File: src/rtl/toggle_rx_pkg.sv
// Shared types and default parameters for the two-phase toggle receiver.
package toggle_rx_pkg;

  typedef enum logic [1:0] {
    ALIGN = 2'd0,
    IDLE  = 2'd1,
    HOLD  = 2'd2
  } state_e;

  localparam int unsigned DEF_WIDTH       = 8;
  localparam int unsigned DEF_SYNC_STAGES = 2;
  localparam int unsigned DEF_CNT_W       = 16;

endpackage

File: src/rtl/bit_sync.sv
// Multi-flop synchronizer for a single asynchronous bit; resets to 0.
module bit_sync #(
  parameter int unsigned STAGES = 2
) (
  input  logic clk,
  input  logic rst_n,
  input  logic d,
  output logic q
);

  logic [STAGES-1:0] sync_q;
  logic [STAGES-1:0] sync_d;

  // shift the async input one stage deeper per clock
  always_comb begin
    sync_d = {sync_q[STAGES-2:0], d};
  end

  // synchronizer flops
  always_ff @(posedge clk or negedge rst_n) begin
    if (!rst_n) begin
      sync_q <= '0;
    end else begin
      sync_q <= sync_d;
    end
  end

  assign q = sync_q[STAGES-1];

endmodule

File: src/rtl/toggle_rx.sv
// Two-phase (toggle) handshake receiver: captures one payload per req_tgl
// level change, presents it valid/ready, and returns a toggle acknowledge.
module toggle_rx
  import toggle_rx_pkg::*;
#(
  parameter int unsigned WIDTH       = DEF_WIDTH,
  parameter int unsigned SYNC_STAGES = DEF_SYNC_STAGES,
  parameter int unsigned CNT_W       = DEF_CNT_W
) (
  input  logic             clk,
  input  logic             rst_n,
  input  logic             req_tgl,
  input  logic [WIDTH-1:0] data_in,
  output logic             ack_tgl,
  output logic             out_valid,
  output logic [WIDTH-1:0] out_data,
  input  logic             out_ready,
  output logic [CNT_W-1:0] xfer_cnt,
  output logic             proto_err,
  input  logic             err_clr
);

  localparam int unsigned          ACNT_W     = 3;
  localparam logic [ACNT_W-1:0]    ALIGN_LAST = ACNT_W'(SYNC_STAGES);

  logic              req_s;
  logic              event_s;
  logic              err_set_s;
  state_e            state_q,     state_d;
  logic [ACNT_W-1:0] align_cnt_q, align_cnt_d;
  logic              last_seen_q, last_seen_d;
  logic              ack_q,       ack_d;
  logic              valid_q,     valid_d;
  logic [WIDTH-1:0]  data_q,      data_d;
  logic [CNT_W-1:0]  cnt_q,       cnt_d;
  logic              err_q,       err_d;

  bit_sync #(.STAGES(SYNC_STAGES)) u_req_sync (
    .clk   (clk),
    .rst_n (rst_n),
    .d     (req_tgl),
    .q     (req_s)
  );

  assign event_s = (req_s != last_seen_q);

  // next-state and output logic for the handshake FSM
  always_comb begin
    state_d     = state_q;
    align_cnt_d = align_cnt_q;
    last_seen_d = last_seen_q;
    ack_d       = ack_q;
    valid_d     = valid_q;
    data_d      = data_q;
    cnt_d       = cnt_q;
    err_set_s   = 1'b0;
    case (state_q)
      ALIGN: begin
        // events are ignored until the synchronizer holds a settled sender level
        if (align_cnt_q == ALIGN_LAST) begin
          last_seen_d = req_s;
          ack_d       = req_s;
          state_d     = IDLE;
        end else begin
          align_cnt_d = align_cnt_q + 1'b1;
        end
      end
      IDLE: begin
        if (event_s) begin
          data_d      = data_in;
          valid_d     = 1'b1;
          last_seen_d = req_s;
          state_d     = HOLD;
        end else begin
          state_d = IDLE;
        end
      end
      HOLD: begin
        if (out_ready) begin
          valid_d = 1'b0;
          ack_d   = ~ack_q;
          cnt_d   = cnt_q + 1'b1;
          state_d = IDLE;
        end else begin
          state_d = HOLD;
        end
        // sender toggled again before our ack: consume the edge, drop its payload
        if (event_s) begin
          err_set_s   = 1'b1;
          last_seen_d = req_s;
        end else begin
          err_set_s = 1'b0;
        end
      end
      default: begin
        state_d     = ALIGN;
        align_cnt_d = '0;
      end
    endcase

    if (err_set_s) begin
      err_d = 1'b1;
    end else if (err_clr) begin
      err_d = 1'b0;
    end else begin
      err_d = err_q;
    end
  end

  // state and registered outputs
  always_ff @(posedge clk or negedge rst_n) begin
    if (!rst_n) begin
      state_q     <= ALIGN;
      align_cnt_q <= '0;
      last_seen_q <= 1'b0;
      ack_q       <= 1'b0;
      valid_q     <= 1'b0;
      data_q      <= '0;
      cnt_q       <= '0;
      err_q       <= 1'b0;
    end else begin
      state_q     <= state_d;
      align_cnt_q <= align_cnt_d;
      last_seen_q <= last_seen_d;
      ack_q       <= ack_d;
      valid_q     <= valid_d;
      data_q      <= data_d;
      cnt_q       <= cnt_d;
      err_q       <= err_d;
    end
  end

  assign ack_tgl   = ack_q;
  assign out_valid = valid_q;
  assign out_data  = data_q;
  assign xfer_cnt  = cnt_q;
  assign proto_err = err_q;

endmodule

File: config.mk
export PLATFORM = sky130hd
export DESIGN_NAME = toggle_rx
export DESIGN_NICKNAME = d
export VERILOG_FILES = /design/src/rtl/toggle_rx_pkg.sv /design/src/rtl/bit_sync.sv /design/src/rtl/toggle_rx.sv
export SDC_FILE = /design/constraint.sdc
export NUM_CORES = 1
export LEC_CHECK = 0
export CAP_MARGIN = 20
export CELL_PAD_IN_SITES_DETAIL_PLACEMENT = 1
export CELL_PAD_IN_SITES_GLOBAL_PLACEMENT = 2
export CORE_AREA = 2 2 65 67
export CTS_BUF_LIST = sky130_fd_sc_hd__clkbuf_8
export DETAILED_ROUTE_END_ITERATION = 7
export DIE_AREA = 0 0 67 69
export DONT_BUFFER_PORTS = 1
export PLACE_DENSITY = 0.78
export RECOVER_POWER = 100
export REMOVE_ABC_BUFFERS = 1
export SLEW_MARGIN = 0
export SYNTH_ARGS = -nofsm -noshare
export SYNTH_HDL_FRONTEND = slang
export SYNTH_SLANG_ARGS = --single-unit
File: constraint.sdc
create_clock -name clk -period 2.21 [get_ports clk]
set_input_delay 0.442 -clock clk [delete_from_list [all_inputs] [get_ports clk]]
set_output_delay 0.442 -clock clk [all_outputs]
set_load 0.005 [all_outputs]
==> flow_metrics.env <==
export IMPL_status="finished clean"
export IMPL_dieHeight_um=69
export IMPL_setup_viol=0
export IMPL_drv_cap=0
export IMPL_report_final_slew_viol_count=0
export IMPL_synthDominantCellAreaShare=0.555
export IMPL_h_tree_depth=2
export IMPL_ys_types=29
export IMPL_cts_buffers=5
export IMPL_wl_per_cell_um=15.5
export IMPL_drc=0
export IMPL_crit_path_max_fanout=8
export IMPL_coreArea_sq_mm=0.00391
export IMPL_grt_antenna_before_repair=0
export IMPL_synthCells=132
export IMPL_area_growth_pct=9.27
export IMPL_async_flop_share=1.00
export IMPL_layout_cells_non_filler=192
export IMPL_crit_chain="inv_1 > ha_1 > nand4_1 > nor3_4 > and3_1 > xor2_1"
export IMPL_path_clk_slew_ns=0.06
export IMPL_required_ns=2.41
export IMPL_pre_cts_slack_ns=0.420
export IMPL_hold_viol=0
export IMPL_synth_top_cells_by_count="35 x dfrtp_1, 11 x mux2_2, 9 x inv_1, 9 x xnor2_1, 8 x o21ai_0"
export IMPL_grt_max_degree=36
export IMPL_hp_class="input port to register"
export IMPL_crit_type="register to register"
export IMPL_start_kind="register"
export IMPL_clock_sinks=35
export IMPL_gp_congestion=0.713
export IMPL_leakage_nw=0.836
export IMPL_crit_arrival_ns=2.03
export IMPL_slowest_delay_ns=0.40
export IMPL_grt_pass1_vias=1094
export IMPL_nFillCells=445
export IMPL_synth_seq_area_share=0.555
export IMPL_setup_tns_ns=0
export IMPL_hold_buffers=2
export IMPL_final_setup_skew_ns=0.00275
export IMPL_numPortBuffers=0
export IMPL_wl_um=2970
export IMPL_post_cts_setup_buffers=0
export IMPL_relSlewSlack=0.451
export IMPL_ios=40
export IMPL_worst_pin_slew_ns=0.823
export IMPL_slowest_stage="dfrtp_1"
export IMPL_clock_latency_ns=0.28
export IMPL_max_clock_freq_ghz=0.547
export IMPL_synth_seq_cells=35
export IMPL_power_density_mw_per_mm2=1180
export IMPL_postRouteAntennaNets=0
export IMPL_grt_pass1_wl_um=5260
export IMPL_die_x_um=67
export IMPL_synth_area_leaders="dfrtp_1 55%, mux2_2 7.8%, ha_1 5.5%, xnor2_1 5.0%, xor2_1 3.9%"
export IMPL_ir_drop_mv=0.557
export IMPL_diodes=0
export IMPL_rsz0062_at_grt="no"
export IMPL_rows=23
export IMPL_grt_overflow_total=0
export IMPL_viasPerCell=5.28
export IMPL_cts_root_buf="clkbuf_8"
export IMPL_drive_above_1_share=0.141
export IMPL_num_vias=1014
export IMPL_finalCritPeriodShare=0.828
export IMPL_post_route_util=0.441
export IMPL_nets=161
export IMPL_place_inst=182
export IMPL_first_iter_violations=15
export IMPL_ctsResizeCount=0
export IMPL_synth_edf_count=0
export IMPL_synth_flop_cell="dfrtp_1"
export IMPL_start_util=0.403
export IMPL_first_pass_iters=4
export IMPL_grt_usage=0.152
export IMPL_fin_ws_ns=0.381
export IMPL_syn_area_sq_mm=0.00158
export IMPL_clock_path_buffers=2
export IMPL_period_needed_ns=1.83
export IMPL_end_kind="register"
export IMPL_cts_tree="built"
export IMPL_dpl_hpwl_um=2250
export IMPL_avgSynthCellArea_sq_um=12.0
export IMPL_synth_largest_area_cell="dfrtp_1"
export IMPL_yosys_warnings=0
export IMPL_die_area_sq_mm=0.00462
export IMPL_yosysMostFrequentCell="dfrtp_1"
[flip-flops by register name (all words and copies together) (netlist names)]
signal,flops
xfer_cnt,16
out_data,8
align_cnt_q,3
state_q,2
u_req_sync.sync_q,2
ack_tgl,1
last_seen_q,1
out_valid,1
proto_err,1
[worst paths after layout]
kind / startpoint / endpoint / slack (ns) / depth (start not counted)
min reg2reg: u_req_sync.sync_q[0] / u_req_sync.sync_q[1] / 0.36 / 0
min in group asynchronous: rst_n / out_valid / 0.79 / 2
min: req_tgl / u_req_sync.sync_q[0] / 0.19 / 0
max in group asynchronous: rst_n / ack_tgl / 0.90 / 2
max: state_q[0] / xfer_cnt[11] / 0.38 / 6
max reg2reg: state_q[0] / xfer_cnt[11] / 0.38 / 6
[stage by stage]
step	cell area, sq um	power (mW)	hold slack [ns]
after detailed placement	1640	1.65	0.148
after global placement	1640	1.60	0.147
final	1730	2.04	0.186
after CTS	1750	2.10	0.175
after floorplan	1580	1.48	0.146
after global routing	1730	2.21	0.166
[layout make-up]
| cell class | count | area (sq um) | area share |
|---|---|---|---|
| Clock buffer | 5 | 68.8 | 0.0399 |
| Clock inverter | 3 | 12.5 | 0.00725 |
| Inverter | 9 | 33.8 | 0.0196 |
| Multi-Input combinational cell | 88 | 657 | 0.381 |
| Sequential cell | 35 | 876 | 0.508 |
| Tap cell | 50 | 62.6 | 0.0363 |
| Timing Repair Buffer | 2 | 15.0 | 0.00870 |
[cell usage in the layout (no fill, tap or decap)]
cell and count:
xnor2_1 9, nor3_1 1, ha_1 7, or3_1 1, or2b_1 1, dfrtp_1 35, mux2_2 11, o22ai_1 1
and2b_1 1, nor4_1 1, a21oi_1 7, clkinv_2 1, nor2_1 3, nand3_1 6, xor2_1 7, a31oi_1 1
nand3b_1 1, clkbuf_2 1, and3_2 1, inv_1 11, and3_1 5, o21ai_0 8, nor2b_1 1, nand2b_1 1
and4_1 1, clkbuf_8 5, nand2_1 7, nand4_1 3, nor3_4 1, dlygate4sd3_1 1, o211ai_1 2
[layer usage]
layer  track usage  wire (um)  vias up
met5             0          0        -
met4        0.0748         70        0
met3        0.0701        183        5
met2         0.241       1500       25
met1         0.169       1220      510
li1              -          -      474
[power breakdown]
part / total (mW) / internal (mW) / switching (mW)
logic: 0.611 / 0.290 / 0.321
registers: 1.01 / 0.835 / 0.178
clock network: 0.418 / 0.211 / 0.207
[kinds of logic after synthesis]
| group | count (synthesis) | synth area share |
|---|---|---|
| muxes | 11 | 0.0784 |
| xor gates and xnor gates | 16 | 0.0888 |
| AOI/OAI and AO/OA | 19 | 0.0650 |
| adders and majority gates | 7 | 0.0555 |
| DFF | 35 | 0.555 |
| buffers and inverters | 9 | 0.0214 |
| and+or+nand+nor | 35 | 0.136 |
[worst max-delay path: cells and delay by family, from the launching register on]
kind	cells	cell delay [ns]
simple gates	3	0.77
flops	1	0.40
fa+ha+maj	1	0.34
xor+xnor	1	0.14
buf+inv	1	0.11
Power figures use the tool's default switching activity.
